## src/rtl/spm_arb_pkg.sv

```systemverilog
// Shared defaults and FSM state type for the scratch-pad memory arbiter.
// Latency: n/a (declarations only).
// Backpressure: n/a.
package spm_arb_pkg;

    localparam int SPM_ADDR_W  = 10;
    localparam int SPM_DATA_W  = 16;
    localparam int SPM_TIMEOUT = 15;

    typedef enum logic [1:0] {
        IDLE = 2'd0,
        BUSY = 2'd1,
        DONE = 2'd2
    } state_t;

endpackage

```

## src/rtl/rr_arb2.sv

```systemverilog
// Two-way round-robin grant: a lone requester wins, a tie goes to the one not granted last.
// Latency: combinational.
// Backpressure: none; the caller decides when a grant is consumed.
module rr_arb2 (
    input  logic [1:0] i_req,
    input  logic       i_last_grant,
    output logic [1:0] o_grant
);

    // One-hot grant; i_last_grant=1 means requester 1 won the previous grant
    always_comb begin
        o_grant = 2'b00;
        case (i_req)
            2'b01:   o_grant = 2'b01;
            2'b10:   o_grant = 2'b10;
            2'b11:   o_grant = i_last_grant ? 2'b01 : 2'b10;
            default: o_grant = 2'b00;
        endcase
    end

endmodule

```

## src/rtl/spm_arbiter.sv

```systemverilog
// Arbitrates two requesters onto one single-port memory (IDLE/BUSY/DONE FSM); SPM_ARB_TIMEOUT_EN adds a BUSY abort.
// Latency: accept cycle 0, mem_valid from cycle 1 until mem_ready, done pulse the cycle after mem_ready.
// Backpressure: requesters hold valid until their done; one transaction in flight, mem_ready waited on indefinitely unless timeout built in.
module spm_arbiter
    import spm_arb_pkg::*;
#(
    parameter int ADDR_W  = SPM_ADDR_W,
    parameter int DATA_W  = SPM_DATA_W,
    parameter int TIMEOUT = SPM_TIMEOUT
) (
    input  logic              clk,
    input  logic              reset,
    input  logic              rq0_valid,
    input  logic              rq1_valid,
    input  logic              rq0_wr,
    input  logic              rq1_wr,
    input  logic [ADDR_W-1:0] rq0_addr,
    input  logic [ADDR_W-1:0] rq1_addr,
    input  logic [DATA_W-1:0] rq0_wdata,
    input  logic [DATA_W-1:0] rq1_wdata,
    output logic              rq0_done,
    output logic              rq1_done,
    output logic [DATA_W-1:0] rq0_rdata,
    output logic [DATA_W-1:0] rq1_rdata,
    output logic              rq0_err,
    output logic              rq1_err,
    output logic              mem_valid,
    output logic              mem_WR,
    output logic [ADDR_W-1:0] mem_addr,
    output logic [DATA_W-1:0] mem_data_in,
    input  logic [DATA_W-1:0] mem_data_out,
    input  logic              mem_ready
);

    state_t              r_state;
    logic                r_last_grant;
    logic                r_gnt_idx;
    logic                r_wr;
    logic [ADDR_W-1:0]   r_addr;
    logic [DATA_W-1:0]   r_wdata;
    logic                r_mem_valid;
    logic                r_done0;
    logic                r_done1;
    logic [DATA_W-1:0]   r_rdata0;
    logic [DATA_W-1:0]   r_rdata1;
    logic                r_err0;
    logic                r_err1;

    logic [1:0]          w_grant;
    logic                w_timeout;
    logic                w_finish;
    logic                w_err_nxt;
    logic [DATA_W-1:0]   w_rdata_nxt;

    rr_arb2 u_rr_arb2 (
        .i_req        ({rq1_valid, rq0_valid}),
        .i_last_grant (r_last_grant),
        .o_grant      (w_grant)
    );

`ifdef SPM_ARB_TIMEOUT_EN
    localparam int CNT_W = $clog2(TIMEOUT + 1);

    logic [CNT_W-1:0] r_cnt;

    // The last allowed BUSY cycle is the one where the counter reads TIMEOUT-1
    assign w_timeout = (r_state == BUSY) && (r_cnt == CNT_W'(TIMEOUT - 1));

    // Count BUSY cycles; cleared while idle so every transaction starts from zero
    always_ff @(posedge clk) begin
        if (!reset) begin
            r_cnt <= '0;
        end else if (r_state == BUSY) begin
            r_cnt <= r_cnt + 1'b1;
        end else begin
            r_cnt <= '0;
        end
    end
`else
    localparam int lp_unused_timeout = TIMEOUT;

    assign w_timeout = 1'b0;
`endif

    // mem_ready wins over a coincident timeout; writes and aborts return zero data
    assign w_finish    = mem_ready || w_timeout;
    assign w_err_nxt   = w_timeout && !mem_ready;
    assign w_rdata_nxt = (mem_ready && !r_wr) ? mem_data_out : '0;

    // Main FSM: grant and latch in IDLE, hold the command in BUSY, pulse done in DONE
    always_ff @(posedge clk) begin
        if (!reset) begin
            r_state      <= IDLE;
            r_last_grant <= 1'b1;
            r_gnt_idx    <= 1'b0;
            r_wr         <= 1'b0;
            r_addr       <= '0;
            r_wdata      <= '0;
            r_mem_valid  <= 1'b0;
            r_done0      <= 1'b0;
            r_done1      <= 1'b0;
            r_rdata0     <= '0;
            r_rdata1     <= '0;
            r_err0       <= 1'b0;
            r_err1       <= 1'b0;
        end else begin
            r_done0 <= 1'b0;
            r_done1 <= 1'b0;
            r_err0  <= 1'b0;
            r_err1  <= 1'b0;
            case (r_state)
                IDLE: begin
                    if (|w_grant) begin
                        r_gnt_idx    <= w_grant[1];
                        r_last_grant <= w_grant[1];
                        r_wr         <= w_grant[1] ? rq1_wr    : rq0_wr;
                        r_addr       <= w_grant[1] ? rq1_addr  : rq0_addr;
                        r_wdata      <= w_grant[1] ? rq1_wdata : rq0_wdata;
                        r_mem_valid  <= 1'b1;
                        r_state      <= BUSY;
                    end
                end
                BUSY: begin
                    if (w_finish) begin
                        r_mem_valid <= 1'b0;
                        r_state     <= DONE;
                        if (r_gnt_idx) begin
                            r_done1  <= 1'b1;
                            r_rdata1 <= w_rdata_nxt;
                            r_err1   <= w_err_nxt;
                        end else begin
                            r_done0  <= 1'b1;
                            r_rdata0 <= w_rdata_nxt;
                            r_err0   <= w_err_nxt;
                        end
                    end
                end
                DONE: begin
                    r_state <= IDLE;
                end
                default: begin
                    r_mem_valid <= 1'b0;
                    r_state     <= IDLE;
                end
            endcase
        end
    end

    assign rq0_done    = r_done0;
    assign rq1_done    = r_done1;
    assign rq0_rdata   = r_rdata0;
    assign rq1_rdata   = r_rdata1;
    assign rq0_err     = r_err0;
    assign rq1_err     = r_err1;
    assign mem_valid   = r_mem_valid;
    assign mem_WR      = r_wr;
    assign mem_addr    = r_addr;
    assign mem_data_in = r_wdata;

endmodule

```

## config.mk

```make
export PLATFORM = sky130hd
export DESIGN_NAME = spm_arbiter
export DESIGN_NICKNAME = d
export VERILOG_FILES = /design/src/rtl/spm_arb_pkg.sv /design/src/rtl/rr_arb2.sv /design/src/rtl/spm_arbiter.sv
export SDC_FILE = /design/constraint.sdc
export NUM_CORES = 1
export LEC_CHECK = 0
export CAP_MARGIN = 20
export CORE_UTILIZATION = 40
export DETAILED_ROUTE_END_ITERATION = 12
export HOLD_SLACK_MARGIN = 0.08
export PLACE_DENSITY = 0.89
export SYNTH_ARGS = -nofsm -noshare
export SYNTH_HDL_FRONTEND = slang
export SYNTH_SLANG_ARGS = --single-unit
```

## constraint.sdc

```tcl
create_clock -name clk -period 2.46 [get_ports clk]
set_input_delay 0.246 -clock clk [delete_from_list [all_inputs] [get_ports clk]]
set_output_delay 0.246 -clock clk [all_outputs]
set_load 0.01 [all_outputs]
```

==> impl_metrics.py <==
metrics = {
    "place": {
        "io_buffers": 136,
        "pre_cts_ws_ns": 0.548,
        "placedCellCount": 522,
        "place.gp.congestion": 0.773,
        "dpl-instance-area_sq_um": 4180,
        "dp_hpwl_mm": 5.40,
    },
    "yosys": {
        "synth_warnings": 0,
        "synth-seq-cells": 66,
        "ys.flop_type": "dfxtp_1",
        "synth_area_sq_um": 2790,
        "synth-seq-area-share_pct": 47.4,
        "syn_area_per_cell_sq_um": 8.48,
        "syn_inst": 329,
        "ys_types": 23,
        "synthArstFlopShare_pct": 0,
        "synth_edf_count": 0,
    },
    "min_path": {
        "hp-class": "flip-flop to flip-flop",
    },
    "final_layout": {
        "final_cells": 538,
        "insertedDiodeCount": 0,
        "area_growth_pct": 55.8,
        "drive_above_1_share_pct": 11.1,
        "fillers": 545,
        "fin_nets": 528,
        "fin_area_sq_um": 4350,
        "utilization_pct": 64.3,
    },
    "cts": {
        "cts_tree": "done",
        "clock_latency_ns": 0.34,
        "cts_resized": 0,
        "h-tree-depth": 3,
        "clockBufferDepth": 2,
        "cts_buffers": 9,
        "cts_setup_buffers": 0,
        "clock-root-buffer": "clkbuf_8",
        "hold_buffers": 0,
        "numClockSinks": 66,
        "clkTransAtPathRegs_ns": 0.07,
    },
    "floorplan": {
        "core_sq_um": 6760,
        "rows": 30,
        "die_w_microns": 85.5,
        "die_h_microns": 85.5,
        "start_util_pct": 41.3,
        "dieArea_sq_um": 7310,
        "io_pins": 139,
    },
    "timing": {
        "worstMarginPinSlew_ns": 0.651,
        "slew_headroom_pct": 56.6,
        "fmaxAchievable_ghz": 0.636,
        "period_share_pct": 63.9,
        "finalHoldViolCount": 0,
        "final.min_clock_period_ns": 1.57,
        "setup_viol": 0,
        "skew_ns": 0.00679,
        "drv_slew": 0,
        "setup_slack_ns": 0.889,
        "rsz0062_at_grt": "false",
        "tns_ns": 0,
        "whs_ns": 0.459,
    },
    "critical_path": {
        "cp.required_ns": 2.71,
        "start_kind": "input pin",
        "worstReg2RegEnd": "mem_data_in[15]$_SDFFE_PN0P_",
        "path_buf_inv": 2,
        "critPathArrivalTime_ns": 1.82,
        "crit_cells": 5,
        "end_kind": "flip-flop",
        "r2r_slack_ns": 0.92,
        "slowest_stage": "clkdlybuf4s50_1",
        "crit_fanout": 16,
        "crit_type": "input pin to flip-flop",
        "max_stage_delay_ns": 0.44,
        "ff2ff_path_depth": 4,
        "crit_end": "mem_addr[5]$_SDFFE_PN0P_",
        "path_cells": "clkdlybuf4s50_1 > or2_1 > and2_1 > buf_12 > a311oi_1",
        "r2r-start": "r_state[0]$_SDFFE_PN0P_",
        "critPathLaunch": "rq0_valid",
        "path_delay_family": "buffers and inverters",
    },
    "drt": {
        "dr.pass1.iters": 4,
        "vias": 2801,
        "wl_per_cell_microns": 14.2,
        "via_per_inst": 5.21,
        "wirelength_mm": 7.64,
        "dr.first_iter.drc_count": 118,
        "postRouteAntennaNets": 0,
        "drcViolationCount": 0,
    },
    "grt": {
        "grt_pass1_vias": 2634,
        "track_usage_pct": 21.2,
        "overflow": 0,
        "antenna_found_initial": 0,
        "grt_pass1_wl_mm": 12.3,
        "grt_max_degree": 34,
    },
    "power_and_ir_drop": {
        "p_total_mw": 2.54,
        "ir_drop_v": 0.000257,
        "power.density_nw_per_um2": 585,
        "power_leakage_nw": 1.56,
    },
    "outcome": {
        "outcome": "completed",
    },
    "job": {
        "cap_viol_max_count": 0,
    },
}
report_power, final:
part,switching (mW),total (mW),internal (mW)
combinational,0.264,0.576,0.312
sequential,0.0434,1.18,1.14
clock,0.425,0.786,0.361
total,0.733,2.54,1.81
cell usage after synthesis, types with 2 or more instances:
cell type | number | area (sq um)
a21bo_2 | 2 | 20.0
a311oi_1 | 8 | 70.1
and2_1 | 2 | 12.5
and4b_1 | 2 | 20.0
nor2_1 | 2 | 7.51
nand3_1 | 33 | 165
a21oi_1 | 30 | 150
buf_6 | 3 | 33.8
o21ai_0 | 33 | 165
a311oi_2 | 19 | 285
nand2_1 | 88 | 330
clkbuf_1 | 20 | 75.1
inv_1 | 2 | 7.51
dfxtp_1 | 66 | 1320
buf_4 | 3 | 22.5
buf_2 | 9 | 45.0
worst min-delay path: cells and delay by family (launching register included):
family,cells,cell delay (ns)
AOI/OAI and AO/OA,1,0.06
DFF,1,0.31
and+or+nand+nor,1,0.05
cell type report:
cell class | instances | area (sq um) | area share (%)
Sequential cell | 66 | 1320 | 30.4
Tap cell | 80 | 100 | 2.30
Clock buffer | 9 | 124 | 2.85
Inverter | 2 | 7.51 | 0.173
Multi-Input combinational cell | 227 | 1290 | 29.7
Timing Repair Buffer | 147 | 1460 | 33.5
Clock inverter | 7 | 46.3 | 1.07
logic make-up (layout without fill, tap and decap cells):
kind of cell	count (synthesis)	after routing	synth area share, %
and+or+nand+nor	131	131	20.5
AOI/OAI and AO/OA	94	94	25.4
DFF	66	66	47.4
buffers and inverters	37	165	6.59
other	1	2	0.134
registers in the layout (all words and copies together) (netlist names):
| name | count |
|---|---|
| mem_valid | 1 |
| r_last_grant | 1 |
| mem_addr | 10 |
| r_gnt_idx | 1 |
| rq1_done | 1 |
| rq0_rdata | 16 |
| rq0_done | 1 |
| mem_data_in | 16 |
| mem_WR | 1 |
| r_state | 2 |
| rq1_rdata | 16 |
metal layers:
metal	GRT usage (%)	vias up	routed length, microns	part of all wire (%)
met2	35.5	126	3620	47
li1	-	1397	-	-
met1	26.3	1262	3340	44
met5	0	-	0	0
met4	9.39	0	143	1.9
met3	4.43	16	542	7.1
how the worst min path moves through the flow:
stage / slack, ns / to / startpoint / cells after the start
2_1_floorplan: 0.38 / rq1_rdata[0]$_SDFFE_PN0P_ / mem_data_out[0] / 2
3_3_place_gp: 0.44 / rq1_rdata[8]$_SDFFE_PN0P_ / rq1_rdata[8]$_SDFFE_PN0P_ / 2
3_5_place_dp: 0.45 / rq1_rdata[15]$_SDFFE_PN0P_ / rq1_rdata[15]$_SDFFE_PN0P_ / 2
4_1_cts: 0.46 / rq1_rdata[15]$_SDFFE_PN0P_ / rq1_rdata[15]$_SDFFE_PN0P_ / 2
5_1_grt: 0.47 / rq1_rdata[15]$_SDFFE_PN0P_ / rq1_rdata[15]$_SDFFE_PN0P_ / 2
6_report: 0.46 / rq1_rdata[15]$_SDFFE_PN0P_ / rq1_rdata[15]$_SDFFE_PN0P_ / 2
layout by cell type (no fill, tap or decap):
master | synthesis | layout
nor2_1 | 2 | 1
conb_1 | 1 | 2
a21bo_2 | 2 | 2
a311oi_2 | 19 | 19
a311oi_1 | 8 | 8
clkdlybuf4s50_1 | 0 | 136
or2_1 | 0 | 1
and2_1 | 2 | 2
buf_4 | 3 | 10
nor2_2 | 0 | 1
nand4bb_1 | 1 | 1
and3b_1 | 1 | 1
clkinv_2 | 0 | 3
o211ai_1 | 1 | 1
o21ai_0 | 33 | 33
clkbuf_8 | 0 | 9
inv_1 | 2 | 2
clkinv_4 | 0 | 1
nand2_1 | 88 | 88
a21oi_1 | 30 | 30
buf_12 | 0 | 1
clkinvlp_4 | 0 | 3
a21boi_2 | 1 | 1
and4b_1 | 2 | 2
or3b_2 | 1 | 1
dfxtp_1 | 66 | 66
nand3_1 | 33 | 33
Power figures use the tool's default switching activity.
